===== src/rtl/proc_io_pkg.sv =====
// Shared definitions for the procTest_00 processor I/O adapters.
package proc_io_pkg;

    localparam int unsigned PROC_DATA_W = 32;

    typedef logic signed [PROC_DATA_W-1:0] sample_t;

    // Processor port numbering; the output port is selected with out_en == 2.
    typedef enum logic [1:0] {
        PROC_PORT_IN  = 2'd0,
        PROC_PORT_OUT = 2'd1
    } proc_port_t;

    localparam logic [1:0] PROC_OUT_EN = 2'd2;

endpackage


===== src/rtl/proc_in_fifo_mem.sv =====
// Storage ring for proc_in_fifo: one synchronous write port, one asynchronous read port.
module proc_in_fifo_mem #(
    parameter int unsigned DATA_W = 32,
    parameter int unsigned SLOTS  = 15,
    parameter int unsigned ADDR_W = $clog2(SLOTS)
) (
    input  logic              clk,
    input  logic              i_we,
    input  logic [ADDR_W-1:0] i_waddr,
    input  logic [DATA_W-1:0] i_wdata,
    input  logic [ADDR_W-1:0] i_raddr,
    output logic [DATA_W-1:0] o_rdata
);

    logic [DATA_W-1:0] r_mem [SLOTS];

    always_ff @(posedge clk) begin
        if (i_we) begin
            r_mem[i_waddr] <= i_wdata;
        end
    end

    assign o_rdata = r_mem[i_raddr];

endmodule


===== src/rtl/proc_in_fifo.sv =====
// First-word-fall-through input buffer feeding processor input port 0,
// with frame-ready and sticky underflow flags.
module proc_in_fifo
    import proc_io_pkg::*;
#(
    parameter int unsigned DATA_W    = PROC_DATA_W,
    parameter int unsigned DEPTH     = 16,
    parameter int unsigned FRAME_LEN = 8
) (
    input  logic                       clk,
    input  logic                       rst,
    input  logic [DATA_W-1:0]          s_data,
    input  logic                       s_valid,
    output logic                       s_ready,
    input  logic                       proc_req_in,
    output logic [DATA_W-1:0]          proc_io_in,
    output logic [$clog2(DEPTH):0]     count,
    output logic                       frame_ready,
    output logic                       underflow,
    input  logic                       err_clr
);

    localparam int unsigned SLOTS = DEPTH - 1;
    localparam int unsigned PTR_W = $clog2(SLOTS);
    localparam int unsigned CNT_W = $clog2(DEPTH) + 1;

    logic [CNT_W-1:0]  r_count;
    logic [PTR_W-1:0]  r_rptr;
    logic [PTR_W-1:0]  r_wptr;
    logic [DATA_W-1:0] r_out;
    logic              r_underflow;

    logic              w_empty;
    logic              w_one;
    logic              w_push;
    logic              w_pop;
    logic              w_mem_we;
    logic              w_mem_rd;
    logic              w_bypass;
    logic [DATA_W-1:0] w_rdata;

    // Slot count is DEPTH-1 (not a power of two), so wrap explicitly.
    function automatic logic [PTR_W-1:0] next_ptr(input logic [PTR_W-1:0] p);
        return (p == PTR_W'(SLOTS - 1)) ? '0 : p + PTR_W'(1);
    endfunction

    always_comb begin
        w_empty  = (r_count == '0);
        w_one    = (r_count == CNT_W'(1));
        w_push   = s_valid && s_ready;
        w_pop    = proc_req_in && !w_empty;
        // The output register counts as one word; the ring holds the rest.
        w_bypass = w_push && (w_empty || (w_pop && w_one));
        w_mem_we = w_push && !w_bypass;
        w_mem_rd = w_pop && !w_one;
    end

    proc_in_fifo_mem #(
        .DATA_W (DATA_W),
        .SLOTS  (SLOTS),
        .ADDR_W (PTR_W)
    ) u_mem (
        .clk     (clk),
        .i_we    (w_mem_we),
        .i_waddr (r_wptr),
        .i_wdata (s_data),
        .i_raddr (r_rptr),
        .o_rdata (w_rdata)
    );

    always_ff @(posedge clk) begin
        if (rst) begin
            r_count     <= '0;
            r_rptr      <= '0;
            r_wptr      <= '0;
            r_out       <= '0;
            r_underflow <= 1'b0;
        end else begin
            if (w_mem_we) begin
                r_wptr <= next_ptr(r_wptr);
            end
            if (w_mem_rd) begin
                r_rptr <= next_ptr(r_rptr);
                r_out  <= w_rdata;
            end else if (w_bypass) begin
                r_out  <= s_data;
            end

            if (w_push && !w_pop) begin
                r_count <= r_count + CNT_W'(1);
            end else if (w_pop && !w_push) begin
                r_count <= r_count - CNT_W'(1);
            end

            if (proc_req_in && w_empty) begin
                r_underflow <= 1'b1;
            end else if (err_clr) begin
                r_underflow <= 1'b0;
            end
        end
    end

    always_comb begin
        s_ready     = (r_count < CNT_W'(DEPTH));
        frame_ready = (r_count >= CNT_W'(FRAME_LEN));
        count       = r_count;
        proc_io_in  = r_out;
        underflow   = r_underflow;
    end

endmodule


===== config.mk =====
export PLATFORM = sky130hd
export DESIGN_NAME = proc_in_fifo
export DESIGN_NICKNAME = d
export VERILOG_FILES = /design/src/rtl/proc_io_pkg.sv /design/src/rtl/proc_in_fifo_mem.sv /design/src/rtl/proc_in_fifo.sv
export SDC_FILE = /design/constraint.sdc
export NUM_CORES = 1
export LEC_CHECK = 0
export CAP_MARGIN = 40
export CORE_MARGIN = 8
export CORE_UTILIZATION = 54
export CTS_CLUSTER_SIZE = 30
export DETAILED_ROUTE_END_ITERATION = 16
export GPL_TIMING_DRIVEN = 0
export PLACE_DENSITY = 0.75
export SYNTH_ARGS = -nofsm -noshare
export SYNTH_HDL_FRONTEND = slang
export SYNTH_HIERARCHICAL = 1
export SYNTH_SLANG_ARGS = --single-unit

===== constraint.sdc =====
create_clock -name clk -period 11.02 [get_ports clk]
set_input_delay 2.204 -clock clk [delete_from_list [all_inputs] [get_ports clk]]
set_output_delay 2.204 -clock clk [all_outputs]
set_load 0.05 [all_outputs]

# Word-level counts from Yosys, hierarchy flattened
# Memory sizes are Yosys's and may differ from the RTL's. A register that Yosys moved wholly into a read port is not among the register bits.
# Index checks and enable logic that the tools add are counted.
totals:
  register_bits: 46
  ramBits: 480
  input_bits: 37
  output_inout_bits: 40
  n_memories: 1
op_classes:
  n_addsub: 4
  magnitude_cmp: 2
  n_eq_ne: 3
  n_mux: 12
  reduce_logical: 19
mem_list:
  columns: ["memory", "depth", "width", "read_ports", "rd_clocked_by_memory_dff", "write_ports", "line_no", "text"]
  rows:
  - ["u_mem.r_mem", 15, 32, 1, 1, 1, "proc_in_fifo_mem.sv:15", "logic [DATA_W-1:0] r_mem [SLOTS];"]
op_table:
  columns: ["cell", "count"]
  rows:
  - ["2-to-1 mux 32 bit", 2]
  - ["2-to-1 mux 4 bit", 4]
  - ["2-to-1 mux 5 bit", 2]
  - ["logical AND 1 bit", 9]
  - ["adder 4 x 1 -> 4 bit, second input constant", 2]
  - ["== test 4 bit, second input constant", 2]
  - ["nonzero test 2 bit", 3]
  - ["adder 5 x 1 -> 5 bit, second input constant", 1]
  - ["== test 5 x 1 -> 1 bit, second input constant", 1]
  - ["greater-or-equal comparator 5 x 4 -> 1 bit, second input constant", 1]
  - ["logical NOT 1 bit", 5]
  - ["logical NOT 5 bit", 1]
  - ["less-than comparator 5 bit, second input constant", 1]
  - ["subtractor 5 x 1 -> 5 bit, second input constant", 1]
  - ["2-to-1 mux 1 bit", 4]
  - ["logical OR 1 bit", 1]

# Logic depth before layout (Yosys ltp)
# Gate-level depths: netlist of the first run.
logic_depth:
  word_depth: 10
  depth_mapped: 10
  ltp_nobuf: 9

# Cells and area by module
# Netlist of the first run, hierarchy kept.
modules_own_cells:
  columns: ["mod", "n_inst", "cells_each", "area_each_um2"]
  rows:
  - ["proc_in_fifo_mem", 1, 854, 18246.2]
  - ["proc_in_fifo", 1, 270, 2341.0]

# Least setup slack after synthesis of the first run
# No wires, ideal clock.
synth_timing:
  path_kind: "input to register"
  start: "input port proc_req_in"
  end: "memory u_mem.r_mem[0][0], enable pin"
  setup_time_ps: 461
  arrival_ps: 5422
  slack_ps: 5137
  cell_stages: 5
  path_cell_list: "a21oi_1 o21ai_1 inv_1 or3b_2 nor3_1"
synth_via:
  elab_chain_cells: 8
synth_rtl:
  columns: ["item", "line_no", "text"]
  rows:
  - ["start: declaration", "proc_in_fifo.sv:15", "input logic proc_req_in,"]
  - ["logical AND 1 bit", "proc_in_fifo.sv:51", "w_pop = proc_req_in && !w_empty;"]
  - ["logical AND 1 bit", "proc_in_fifo.sv:53", "w_bypass = w_push && (w_empty || (w_pop && w_one));"]
  - ["logical OR 1 bit", "proc_in_fifo.sv:53", null]
  - ["logical AND 1 bit", "proc_in_fifo.sv:53", null]
  - ["logical NOT 1 bit", "proc_in_fifo.sv:54", "w_mem_we = w_push && !w_bypass;"]
  - ["logical AND 1 bit", "proc_in_fifo.sv:54", null]
  - ["named net w_mem_we", "proc_in_fifo.sv:37", "logic w_mem_we;"]
  - ["2-to-1 mux 1 bit", "proc_in_fifo_mem.sv:18", "if (i_we) begin"]
  - ["2-to-1 mux 1 bit (implied by the code)", "proc_in_fifo_mem.sv:19", "r_mem[i_waddr] <= i_wdata;"]
  - ["end: declaration", "proc_in_fifo_mem.sv:15", null]
# The timed path passes the listed nets, and every way through them passes these cells.

# Worst setup path in the final report of the first run
layout_timing:
  start: "input port proc_req_in"
  end: "memory u_mem.r_mem[0][10], enable pin"
# The elaborated chain is that of the path after synthesis.

==> results of run 1 <==
## layer usage
| layer | global-route usage (%) | routed length (um) | vias to the layer above |
|---|---|---|---|
| met5 | 0 | 0 | - |
| met3 | 4.70 | 4930 | 144 |
| met4 | 9.24 | 1960 | 0 |
| met2 | 36.3 | 23800 | 688 |
| li1 | - | - | 4838 |
| met1 | 30.6 | 20000 | 5897 |
## per-stage QoR
stage	power (mW)	cell area [um2]	worst slack, ns	cells	hold slack (ns)
global route	5.78	24300	6.07	1838	0.530
floorplan	3.39	20600	5.14	1124	0.481
detailed placement	3.88	22600	5.59	1743	0.476
global placement	3.82	22000	1.97	1710	0.477
finish	5.59	24300	6.13	1838	0.489
CTS	5.61	24300	6.20	1838	0.500
## worst register-to-register path, cell delays in order, from the launching register on
cell,delay (ns)
dfxtp_1,0.45
inv_1,0.10
ha_1,0.25
a21oi_1,0.29
o21ai_1,0.22
inv_1,0.17
or3b_2,0.59
nor3_2,0.65
buf_6,0.24
buf_4,0.22
## logic make-up (layout without fill, tap and decap cells)
family,after synthesis,in the layout
compound gates,164,164
xor+xnor,4,4
fa+ha+maj,5,5
buf+inv,73,276
flops,526,526
mux,132,132
simple gates,220,220
## final cells by class
cell class                      instances  area [um2]
Inverter                                8        30.0
Fill cell                            2538       13300
Sequential cell                       526       15300
Clock buffer                           74        1400
Multi-Input combinational cell        525        4960
Buffer                                 65         367
Timing Repair Buffer                  108        1300
Tap cell                              511         639
Clock inverter                         21         268
## where the power goes
part / internal [mW] / leakage [nW] / switching [mW]
combinational: 0.590 / 2.20 / 0.893
sequential: 2.30 / 4.70 / 0.0711
clock: 1.01 / 0.797 / 0.729
## final timing paths
| path | start | to | cells past startpoint |
|---|---|---|---|
| hold reg to reg | underflow$_SDFFE_PP0P_ | underflow$_SDFFE_PP0P_ | 2 |
| setup reg to reg | count[0]$_SDFFE_PP0P_ | u_mem/r_mem[0][10]$_DFFE_PP_ | 9 |
| setup / recovery | proc_req_in | u_mem/r_mem[0][10]$_DFFE_PP_ | 8 |
| hold / removal | underflow$_SDFFE_PP0P_ | underflow$_SDFFE_PP0P_ | 2 |
## placed cells by master, fill, tap and decap left out, drive strengths merged, types with 2 or more instances in the layout
cell / instances
or3b: 2
nand2b: 8
mux4: 92
o22ai: 4
inv: 9
bufinv: 5
or2: 3
buf: 83
or4b: 2
o211ai: 26
nand4: 2
nand3b: 2
nand2: 99
mux2i: 40
xor2: 2
a22oi: 30
a311o: 2
o21ai: 17
nor3b: 2
a31oi: 6
a21oi: 40
ha: 5
a311oi: 32
nor2: 81
clkbuf: 89
clkinv: 10
edfxtp: 480
or3: 3
nor3: 5
nor2b: 7
clkdlybuf4s50: 75
a211o: 4
dfxtp: 46
or4: 2
clkinvlp: 5
xnor2: 2
## state kept, by name, indices dropped and copies added, names as in the netlist
register	cells
count	5
r_rptr	4
underflow	1
u_mem/r_mem	480
r_wptr	4
proc_io_in	32
==> impl.org, run 1 <==
** Route
- The first TritonRoute pass finished after 7 iterations.
- Detailed Route WL :: 50700 um
- Via count of the routed design :: 11600
- Number of nets with antenna violations after routing :: 0
- First DRT Iteration DRCs :: 1182
- Dividing the detail-routed via count by the number of cells gives 6.29.
- For this run, design rule violations remaining after detail routing come to 0.
- After detailed routing, the average wire length per cell comes to 27.6 um.

** STA
- Transition time at the pin with the least slew margin :: 0.863 ns
- For this run, the top clock speed supported by timing is 204 MHz.
- The number of hold violations in the final report came to 0.
- Counting I/O delays and the setup requirement, the final critical path takes 4.89 ns.
- Setup repair after global routing left no endpoint under its margin.
- Of the available clock period, the critical path in the final layout requires 44.4%.
- Final TNS setup :: 0 ns
- Final-report max-slew violation count :: 0
- Final clock skew :: 0.0212 ns
- # setup viols final :: 0
- Measured against its own limit, the worst slew margin works out to 42.1%.

** Die
- The floorplan step set the die width to 211 um.
- Total die area :: 44600 um2
- After floorplanning, the core was sized to cover 37600 um2.
- Number of top-level design ports :: 77
- Vert. Die Dim :: 211 um
- Initial core utilization :: 54.8%
- Row generation in the floorplan step produced 71 rows.

** Clock tree
- In this run, CTS created clock tree buffers numbering 51.
- The clock passes through at most 3 buffers.
- Setup bufs post-CTS :: 0
- In this run the number of H-tree levels came out at 2.
- Clock-pin slew was measured on the worst setup and hold paths at 0.06 ns.
- Count of hold-fix buffers inserted at cts :: 0
- The root buffer cell chosen for the clock tree is clkbuf_16.
- Clock sink count :: 526
- Clock tree from TritonCTS :: yes
- Clock latency on the worst-skew pair, taken at its later pin, is 0.57 ns.
- Once the clock tree was built, the resizer swapped 0 gates to a different size.

** Flow run
- Max-cap violations :: 0

** Setup path
- Among cell families on the critical path, the largest total delay comes from simple AND/OR/NAND/NOR gates.
- For this run, the slowest stage of the critical path takes 0.65 ns.
- The largest individual stage delay along the critical path comes from the cell nor3_2.
- Walking the worst path, the cells encountered are clkdlybuf4s50_1, a21oi_1, o21ai_1, inv_1, or3b_2, nor3_2, buf_6, buf_4.
- The worst setup path is captured at a flip-flop.
- STA classifies the critical path startpoint as an input port.
- Count of buffering cells on the critical path with inverters included :: 4
- By startpoint and endpoint, the worst setup path is classified as input port to flip-flop.
- Register-to-register setup slack :: 7.54 ns
- For the worst setup path, the data arrival time is 5.15 ns.
- At the worst endpoint, the required time is 11.28 ns.
- Critical path fanouts, max :: 8

** Synthesis
- Counting flops and latches in the post-synthesis netlist gives 526.
- The synthesized netlist devotes 0.304% of its cell area to adder and majority cells.
- For this run, the number of Yosys warnings is 6.
- Netlist Area Pre-Place :: 20600 um2
- The number of nets in the synthesized netlist is 1166.
- The top cell type by area accounts for 70.0% of the synthesized area.
- Xor and xnor area share after synthesis :: 0.170%
- Multiplexer cells account for 12.0% of the synthesized area.
- Main combinational cell family by area after synthesis :: multiplexers
- Ranked by instance count, the synthesized netlist is headed by edfxtp_1 (480), nand2_1 (99), mux4_2 (92).
- In the synthesized netlist, the number of instances is 1124.
- Mean instance size in the synthesized netlist :: 18.3 um2
- After synthesis, the share of flip-flops with an asynchronous set or reset is 0%.
- The most common cell in the synthesized netlist is edfxtp_1.
- Most used DFF post-synth :: edfxtp_1
- Sequential area share after synthesis :: 74.5%
- Summing the areas of all and, or, nand and nor instances in the mapped netlist gives 4.62% of the synthesized area.
- Synthesis instantiated 48 different standard cells from the library.
- The synthesized design spends more area on one cell type than any other, namely edfxtp_1.
- EDFF count, synth :: 480
- Fraction of the mapped netlist area in compound gates :: 6.48%
- In the post-synthesis netlist, the biggest area contributors are edfxtp_1 (70%), mux4_2 (10%), dfxtp_1 (4.5%), a311oi_2 (2.2%), mux2i_1 (1.9%).

** Power and ir drop
- The analysis attributes to cell leakage a power of 7.70 nW.
- Areal power density over the cells :: 230 nW/um2
- Across the VDD grid, the largest voltage drop is 0.000190 V.

** GRT
- The first global-routing pass estimated 75500 um of wire.
- The number of antenna violations at the first check in global routing came to 0.
- The number of global-route vias before repair was 12100.
- Global routing used 22.8% of the available tracks.
- Global routing finished with a remaining overflow of 0.
- Maximum number of pins on one net before global-route repair :: 21

** Worst hold path
- Hold WC Path Type :: flip-flop to flip-flop

** Layout
- The net count of the finished layout is 1327.
- Share of cells above drive strength 1 :: 22.8%
- The number of antenna diodes in the final layout is 0.
- For this run, the share of the core covered by cells in the final layout is 64.7%.
- Layout Area Growth over Synthesis :: 18.1%

** Placed design
- At the end of routability-driven placement, the weighted congestion stood at 0.776.
- Port buffering added 75 buffers.
- Detail Placement HPWL :: 32800 um

** Outcome
- The run finished with clean final reports.
Note: power is estimated with default switching activity, not from simulation.
==> inputs of run 2 (changes only) <==
--- a/config.mk
+++ b/config.mk
@@ -11,7 +11,7 @@
 export CTS_CLUSTER_SIZE = 30
 export DETAILED_ROUTE_END_ITERATION = 16
 export GPL_TIMING_DRIVEN = 0
-export PLACE_DENSITY = 0.75
+export PLACE_DENSITY = 0.78
 export SYNTH_ARGS = -nofsm -noshare
 export SYNTH_HDL_FRONTEND = slang
 export SYNTH_HIERARCHICAL = 1
==> constraint.sdc (replaced) <==
create_clock -name clk -period 3.95 [get_ports clk]
set_input_delay 0.79 -clock clk [delete_from_list [all_inputs] [get_ports clk]]
set_output_delay 0.79 -clock clk [all_outputs]
set_load 0.05 [all_outputs]
==> run 2 against run 1 <==
  * Core utilization shrank 0.24 points
  * Final area shrank 0.37%
  * Critical path type is now flip-flop to flip-flop
  * Sequential share of layout area grew 0.23 points
  * Non-clock buffer count shrank 10
  * Largest cell class unchanged
  * Critical endpoint is now u_mem/r_mem[2][5]$_DFFE_PP_
==> impl.org, run 2 (synthesized netlist as in run 1, its figures left out) <==
** Setup path
- The startpoint kind of the worst setup timing path was a flip-flop (was input port).
- The total number of cells along the worst setup path was 8 (unchanged).
- The data arrival at the endpoint of the critical path was 3.60 ns (was 5.15 ns).
- The critical register-to-register path startpoint was count[0]$_SDFFE_PP0P_ (unchanged).
- The type of element capturing the critical path is a flip-flop (unchanged).
- Maximum cell stage delay along the critical path :: 0.60 ns (was 0.65 ns)
- Start point of the critical path :: count[0]$_SDFFE_PP0P_ (was proc_req_in)
- The end of the worst register-to-register path is u_mem/r_mem[2][5]$_DFFE_PP_ (was u_mem/r_mem[0][10]$_DFFE_PP_).
- The worst endpoint required time was 4.20 ns (was 11.28 ns).
- The number of cell instances on the worst register-to-register path was 8 (was 9).
- The class of the most critical setup path is flip-flop to flip-flop (was input port to flip-flop).
- Cell with the largest stage delay on the worst path :: or3b_2 (was nor3_2)
- Kind of cell with the highest combined delay on the critical path :: simple AND/OR/NAND/NOR gates (unchanged)
- The count of buffering cells on the critical path with inverters included is 3 (was 4).
- Ordered cell list for the critical path :: inv_1, ha_1, a21oi_1, o21ai_1, inv_1, or3b_2, nor2_4, buf_12 (was clkdlybuf4s50_1, a21oi_1, o21ai_1, inv_1, or3b_2, nor3_2, buf_6, buf_4)
- Critical path fanouts, max :: 17 (was 8)
- CP dominant cell by count :: inv_1
- The worst-case register-to-register setup slack is 0.60 ns (was 7.54 ns).

** Route
- First DRT Iteration DRCs :: 1233 (was 1182)
- The via total after detailed routing came to 11400 (was 11600).
- The number of remaining DRC errors was 0 (unchanged).
- Number of nets with antenna violations after routing :: 0 (unchanged)
- First-pass detailed-route iteration total :: 5 (was 7)
- Detailed Route WL :: 50300 um (was 50700 um)
- The average wire per cell in the routed design is 27.5 um (was 27.6 um).
- Detailed-route vias per instance :: 6.22 (was 6.29)

** Die
- Vert. Die Dim :: 211 um (unchanged)
- Number of top-level design ports :: 77 (unchanged)
- The horizontal die dimension is 211 um (unchanged).
- The core region area came to 37600 um2 (unchanged).
- Initial core utilization :: 54.8% (unchanged)
- The site row count was 71 (unchanged).
- Total die area :: 44600 um2 (unchanged)

** Flow run
- Max-cap violations :: 0 (unchanged)

** Layout
- Top library cells by usage in the layout, fill and taps aside: edfxtp_1 (480), nand2_1 (99), mux4_2 (92) (unchanged).
- Final design utilization :: 64.4% (was 64.7%)
- The leading cell type in the layout, fill and taps excluded was edfxtp_1 (unchanged).
- The register with the highest flop count was u_mem/r_mem (unchanged).
- The number of nets in the layout came to 1316 (was 1327).
- The signed area change from the synthesized netlist to the final layout is 17.6% (was 18.1%).
- The flip-flop count of the largest register after layout came to 480 (unchanged).
- The fraction of layout cells with a size suffix above 1 was 21.9% (was 22.8%).
- The number of diodes was 0 (unchanged).

** Power and ir drop
- The total power per unit cell area is 640 nW/um2 (was 230 nW/um2).
- The reported leakage power is 7.62 nW (was 7.70 nW).
- Maximum ir drop on the vdd rail :: 0.000480 V (was 0.000190 V)
- The power consumption is 15.5 mW (was 5.59 mW).

** Worst hold path
- The class of the tightest hold or removal check is flip-flop to flip-flop (unchanged).
- End point of the worst hold path :: underflow$_SDFFE_PP0P_ (unchanged)
- The startpoint of the tightest hold check path is underflow$_SDFFE_PP0P_ (unchanged).
- Number of cells on the worst hold path :: 2 (unchanged)

** STA
- Unrepaired setup endpoints after global routing: false (unchanged).
- The largest clock skew in the final design is 0.0161 ns (was 0.0212 ns).
- In the finished design, the share of the clock period the worst path needs comes to 84.7%.
- For this run, the top clock speed supported by timing is 299 MHz.
- For the finished layout, the period the worst path requires is 3.35 ns.
- Final WS setup :: 0.603 ns (was 6.13 ns)
- The worst hold margin is 0.503 ns (was 0.489 ns).
- Worst slew margin :: 37.8% (was 42.1%)
- Final TNS setup :: 0 ns (unchanged)
- Transition time at the pin with the least slew margin :: 0.930 ns (was 0.863 ns)
- The final setup violation count was 0 (unchanged).
- The max-slew violation total from the final report came to 0 (unchanged).
- Final hold violation count :: 0 (unchanged)

** Clock tree
- Clock tree from TritonCTS :: yes (unchanged)
- Clk Tree Root Cell :: clkbuf_16 (unchanged)
- The number of H-tree levels came to 2 (unchanged).
- Clock latency at the later pin of the worst-skew pair :: 0.57 ns (about the same)
- The clock-pin slew of the registers on the worst-case setup and hold paths was 0.06 ns (about the same).
- The buffer count from post-CTS setup fixing was 0 (unchanged).
- Count of hold-fix buffers inserted at cts :: 0 (unchanged)
- The number of clock sinks came to 526 (unchanged).
- Post-cts resize count :: 0 (unchanged)
- The number of buffers between clock root and the deepest sink was 3 (unchanged).
- The clock buffer count from CTS came to 50 (was 51).

** Placed design
- Final GP Congestion :: 0.780 (was 0.776)
- # port buffers :: 75 (unchanged)
- The HPWL after detailed placement is 31600 um (was 32800 um).
- The setup slack at placement is 0.0886 ns (was 5.59 ns).

** GRT
- Final global-route overflow total :: 0 (unchanged)
- GRT Util Overall :: 22.8% (about the same)
- Antenna violations before repair :: 1 (was 0)
- The maximum number of pins on one net before global-route repair came to 26 (was 21).
- Via count of the first global-routing pass :: 12100 (about the same)
- First-pass GRT wire length :: 75000 um (was 75500 um)

** Outcome
- Run status :: completed (unchanged)
-- run 2: cell types whose count changed in the layout (fill, tap and decap cells not counted), moves of 3 or more --
| cell | before | now |
|---|---|---|
| clkinv_1 | 1 | 15 |
| buf_4 | 22 | 10 |
| clkbuf_1 | 34 | 24 |
| buf_12 | 3 | 9 |
| nor3_2 | 5 | 1 |
| nor3_4 | 0 | 4 |
| buf_16 | 12 | 9 |
| buf_6 | 9 | 6 |
| clkinvlp_4 | 5 | 2 |
-- run 2: worst register-to-register path, cell delays in order (launching register included) --
cell and delay, ns:
dfxtp_1 0.45, inv_1 0.11, ha_1 0.26, a21oi_1 0.32, o21ai_1 0.22, inv_1 0.15, or3b_2 0.60, nor2_4 0.60
buf_12 0.29
-- run 2: worst max-delay path by stage --
stage	end	slack [ns]
2_1_floorplan	u_mem/r_mem[1][0]$_DFFE_PP_	0.04
3_3_place_gp	u_mem/r_mem[3][6]$_DFFE_PP_	-1.88
3_5_place_dp	u_mem/r_mem[2][5]$_DFFE_PP_	0.09
4_1_cts	u_mem/r_mem[2][5]$_DFFE_PP_	0.59
5_1_grt	u_mem/r_mem[2][5]$_DFFE_PP_	0.41
6_report	u_mem/r_mem[2][5]$_DFFE_PP_	0.60
-- run 2: layer usage --
metal	global-route usage [%]	part of all wire [%]	routed length, um	vias to the layer above
met5	0.778	0.11	57	-
met4	9.12	3.8	1910	4
met3	4.79	9.6	4840	122
met2	36.2	47	23800	638
met1	30.7	39	19600	5780
li1	-	-	-	4824
-- run 2: per-stage QoR --
stage	std cells	instance area [um2]
after global routing	1827	24200
after global placement	1710	22000
after detailed placement	1732	22600
final	1827	24200
after floorplan	1124	20600
after CTS	1826	24200
-- run 2: report_power, final --
group	internal (mW)	switching (mW)
registers	6.41	0.208
clock network	2.72	1.99
logic	1.67	2.50
total	10.8	4.70
-- run 2: area by class of cell --
cell class              instances  area, um2
inverters                       8       30.0
repair buffers                 98       1250
well taps                     511        639
multi-input cells             525       4980
fillers                      2492      13400
plain buffers                  65        367
flip-flops and latches        526      15300
clock buffers                  64       1380
clock inverters                30        236
==> inputs of run 3 (changes only) <==
==> constraint.sdc (replaced) <==
create_clock -name clk -period 2.95 [get_ports clk]
set_input_delay 0.59 -clock clk [delete_from_list [all_inputs] [get_ports clk]]
set_output_delay 0.59 -clock clk [all_outputs]
set_load 0.05 [all_outputs]
==> run 3 against run 2 <==
  * Die area unchanged
  * Power grew 34%
  * First-iteration DRC count fell by 11%
  * Global-route usage down 1.1 points
  * Clock skew decreased by 0.0024 ns
  * Critical path depth down 1
  * Register-to-register slack worse by 0.48 ns
  * Sequential cell count did not move
  * Core utilization up 0.60 points
==> impl.org, run 3 (synthesized netlist as in run 1, its figures left out) <==
** Outcome
- Run status: completed (unchanged).

** Clock tree
- The number of buffers between clock root and the deepest sink came to 3 (unchanged).
- Clk Tree Root Cell :: clkbuf_16 (unchanged)
- The clock tree from TritonCTS is yes (unchanged).
- Clock latency at the later pin of the worst-skew pair :: 0.57 ns (about the same)
- Count of hold-fix buffers inserted at cts :: 0 (unchanged)
- The number of clock sinks came to 526 (unchanged).
- The clock-pin slew of the registers on the worst-case setup and hold paths was 0.06 ns (about the same).
- TritonCTS Buffers :: 50 (unchanged)
- The number of H-tree levels was 2 (unchanged).

** Setup path
- The class of the most critical setup path was flip-flop to flip-flop (unchanged).
- CP dominant cell by count :: nor2_1 (was inv_1)
- Maximum cell stage delay along the critical path :: 0.76 ns (was 0.60 ns)
- Cell with the largest stage delay on the worst path :: nor2_1 (was or3b_2)
- Kind of cell with the highest combined delay on the critical path :: buffers and inverters (was simple AND/OR/NAND/NOR gates)
- Count of buffering cells on the critical path with inverters included :: 2 (was 3)
- Element type at the critical path start :: flip-flop (unchanged)
- Required time reported for the critical path endpoint :: 3.41 ns (was 4.20 ns)
- The data arrival at the endpoint of the critical path is 3.29 ns (was 3.60 ns).
- Ordered cell list for the critical path: buf_2, nor2_1, clkbuf_1, a22oi_1, o211ai_1, nor2_1, a311oi_2 (was inv_1, ha_1, a21oi_1, o21ai_1, inv_1, or3b_2, nor2_4, buf_12).
- Terminus of the critical flop-to-flop path :: proc_io_in[12]$_SDFFE_PP0P_ (was u_mem/r_mem[2][5]$_DFFE_PP_)
- Depth of the worst register-to-register path :: 7 (was 8)
- The maximum fanout along the worst path was 10 (was 17).
- The critical register-to-register path startpoint is r_rptr[2]$_SDFFE_PP0P_ (was count[0]$_SDFFE_PP0P_).
- Worst setup EP type :: flip-flop (unchanged)
- The worst-case register-to-register setup slack is 0.12 ns (was 0.60 ns).

** STA
- Final-report max-slew violation count :: 0 (unchanged)
- Unrepaired setup endpoints after global routing :: false (unchanged)
- The share of the clock period used by the worst path was 96.0% (was 84.7%).
- # setup viols final :: 0 (unchanged)
- The normalized max-slew margin is 35.8% (was 37.8%).
- The number of hold violations in the final report came to 0 (unchanged).
- Transition time at the pin with the least slew margin :: 0.960 ns (was 0.930 ns)
- Final period demand of the worst path :: 2.83 ns (was 3.35 ns)
- Final clock skew :: 0.0137 ns (was 0.0161 ns)
- The top achievable clock speed was 353 MHz (was 299 MHz).

** Die
- Die boundary width :: 211 um (unchanged)
- The starting utilization of the core area is 54.8% (unchanged).
- The core region area is 37600 um2 (unchanged).
- The site row count came to 71 (unchanged).
- Number of top-level design ports :: 77 (unchanged)
- Vert. Die Dim :: 211 um (unchanged)
- The total die area is 44600 um2 (unchanged).

** Route
- The total wire length was 49300 um (was 50300 um).
- Number of nets with antenna violations after routing :: 0 (unchanged)
- The average vias per placed instance is 6.28 (was 6.22).
- Average wire per cell in the routed design :: 26.7 um (was 27.5 um)
- The number of detailed-routing iterations run before antenna repair came to 8 (was 5).
- The number of DRC violations after detailed-routing iteration 0 was 1095 (was 1233).
- The via total after detailed routing was 11600 (was 11400).
- The number of remaining DRC errors came to 0 (unchanged).

** Layout
- Max FFs per register :: 480 (unchanged)
- The fraction of layout cells with a size suffix above 1 came to 23.0% (was 21.9%).
- Design area :: 24400 um2 (was 24200 um2)
- Top library cells by usage in the layout, fill and taps aside: edfxtp_1 (480), nand2_1 (99), mux4_2 (92) (unchanged).
- The signed area change from the synthesized netlist to the final layout was 18.7% (was 17.6%).
- The final core utilization is 65.0% (was 64.4%).
- The leading cell type in the layout, fill and taps excluded was edfxtp_1 (unchanged).
- The number of diodes is 0 (unchanged).
- Count of filler cells inserted in the layout :: 2403 (was 2492)
- The register with the highest flop count was u_mem/r_mem (unchanged).
- The number of nets in the layout came to 1334 (was 1316).

** Power and ir drop
- The reported leakage power was 7.73 nW (was 7.62 nW).
- The total power per unit cell area was 848 nW/um2 (was 640 nW/um2).
- Overall power :: 20.7 mW (was 15.5 mW)
- The maximum vdd drop was 0.000561 V (was 0.000480 V).

** Placed design
- # port buffers :: 75 (unchanged)
- Final GP Congestion :: 0.785 (was 0.780)
- Detail Placement HPWL :: 31000 um (was 31600 um)
- The placed standard-cell area is 22600 um2 (about the same).

** Worst hold path
- Number of cells on the worst hold path :: 2 (unchanged)
- Hold WC Path Type :: flip-flop to flip-flop (unchanged)
- End point of the worst hold path :: proc_io_in[1]$_SDFFE_PP0P_ (was underflow$_SDFFE_PP0P_)
- The startpoint of the tightest hold check path was proc_io_in[1]$_SDFFE_PP0P_ (was underflow$_SDFFE_PP0P_).

** GRT
- The first-pass GRT wire length is 72600 um (was 75000 um).
- Final global-route overflow total :: 0 (unchanged)
- Via count of the first global-routing pass :: 11700 (was 12100)
- The total track usage was 21.7% (was 22.8%).
- Antenna violations before repair :: 0 (was 1)
- The maximum number of pins on one net before global-route repair was 26 (unchanged).

** Flow run
- The max-cap check violation count is 0 (unchanged).
-- run 3: repair_timing --
action | 4_1_cts | 5_1_grt
endpoints found under the setup margin | 25 | 209
pin swaps | 1 | 11
resized for setup | 1 | 2
buffers inserted | 4 | 15
-- run 3: worst max-delay path by stage --
stage                           startpoint  slack [ns]  cells after the start                           end
floorplan            count[0]$_SDFFE_PP0P_        0.04                      7   u_mem/r_mem[0][0]$_DFFE_PP_
global placement               proc_req_in       -1.25                      6  u_mem/r_mem[0][13]$_DFFE_PP_
detailed placement             proc_req_in       -0.54                      7  u_mem/r_mem[0][16]$_DFFE_PP_
CTS                 r_rptr[2]$_SDFFE_PP0P_       0.003                      8   proc_io_in[25]$_SDFFE_PP0P_
global route         count[0]$_SDFFE_PP0P_        0.01                      8   u_mem/r_mem[7][6]$_DFFE_PP_
finish              r_rptr[2]$_SDFFE_PP0P_        0.12                      7   proc_io_in[12]$_SDFFE_PP0P_
-- run 3: final cells by class --
cell class | instances | area [um2] | share of cell area, %
Clock inverter | 15 | 143 | 0.584
Buffer | 65 | 368 | 1.51
Timing Repair Buffer | 116 | 1450 | 5.94
Multi-Input combinational cell | 525 | 4990 | 20.4
Clock buffer | 79 | 1470 | 6.03
Sequential cell | 526 | 15300 | 62.8
Tap cell | 511 | 639 | 2.62
Inverter | 8 | 30.0 | 0.123
-- run 3: metrics by stage --
step	setup WS [ns]	hold slack [ns]	cells	setup TNS (ns)
final	0.118	0.492	1845	0
after global placement	-1.25	0.476	1710	-460.94
after global routing	0.0133	0.527	1845	0
after detailed placement	-0.540	0.487	1732	-118.67
after floorplan	0.0426	0.481	1124	0
after CTS	0.00347	0.495	1830	0
-- run 3: per-layer routing --
layer | global-route usage (%) | share of wire, %
met5 | 0 | 0
met4 | 7.48 | 3.6
met3 | 3.32 | 8.6
met2 | 36.7 | 50
met1 | 28.6 | 37
-- run 3: tightest hold or removal path: stages (launching register included) --
cell	delay, ns
dfxtp_1	0.31
nand2_1	0.05
a311oi_1	0.08
-- run 3: power by group --
group	switching [mW]	internal, mW	leakage, nW	total (mW)
Sequential	0.271	8.59	4.70	8.86
Combinational	3.33	2.24	2.25	5.57
Clock	2.62	3.68	0.783	6.30
Total	6.22	14.5	7.73	20.7
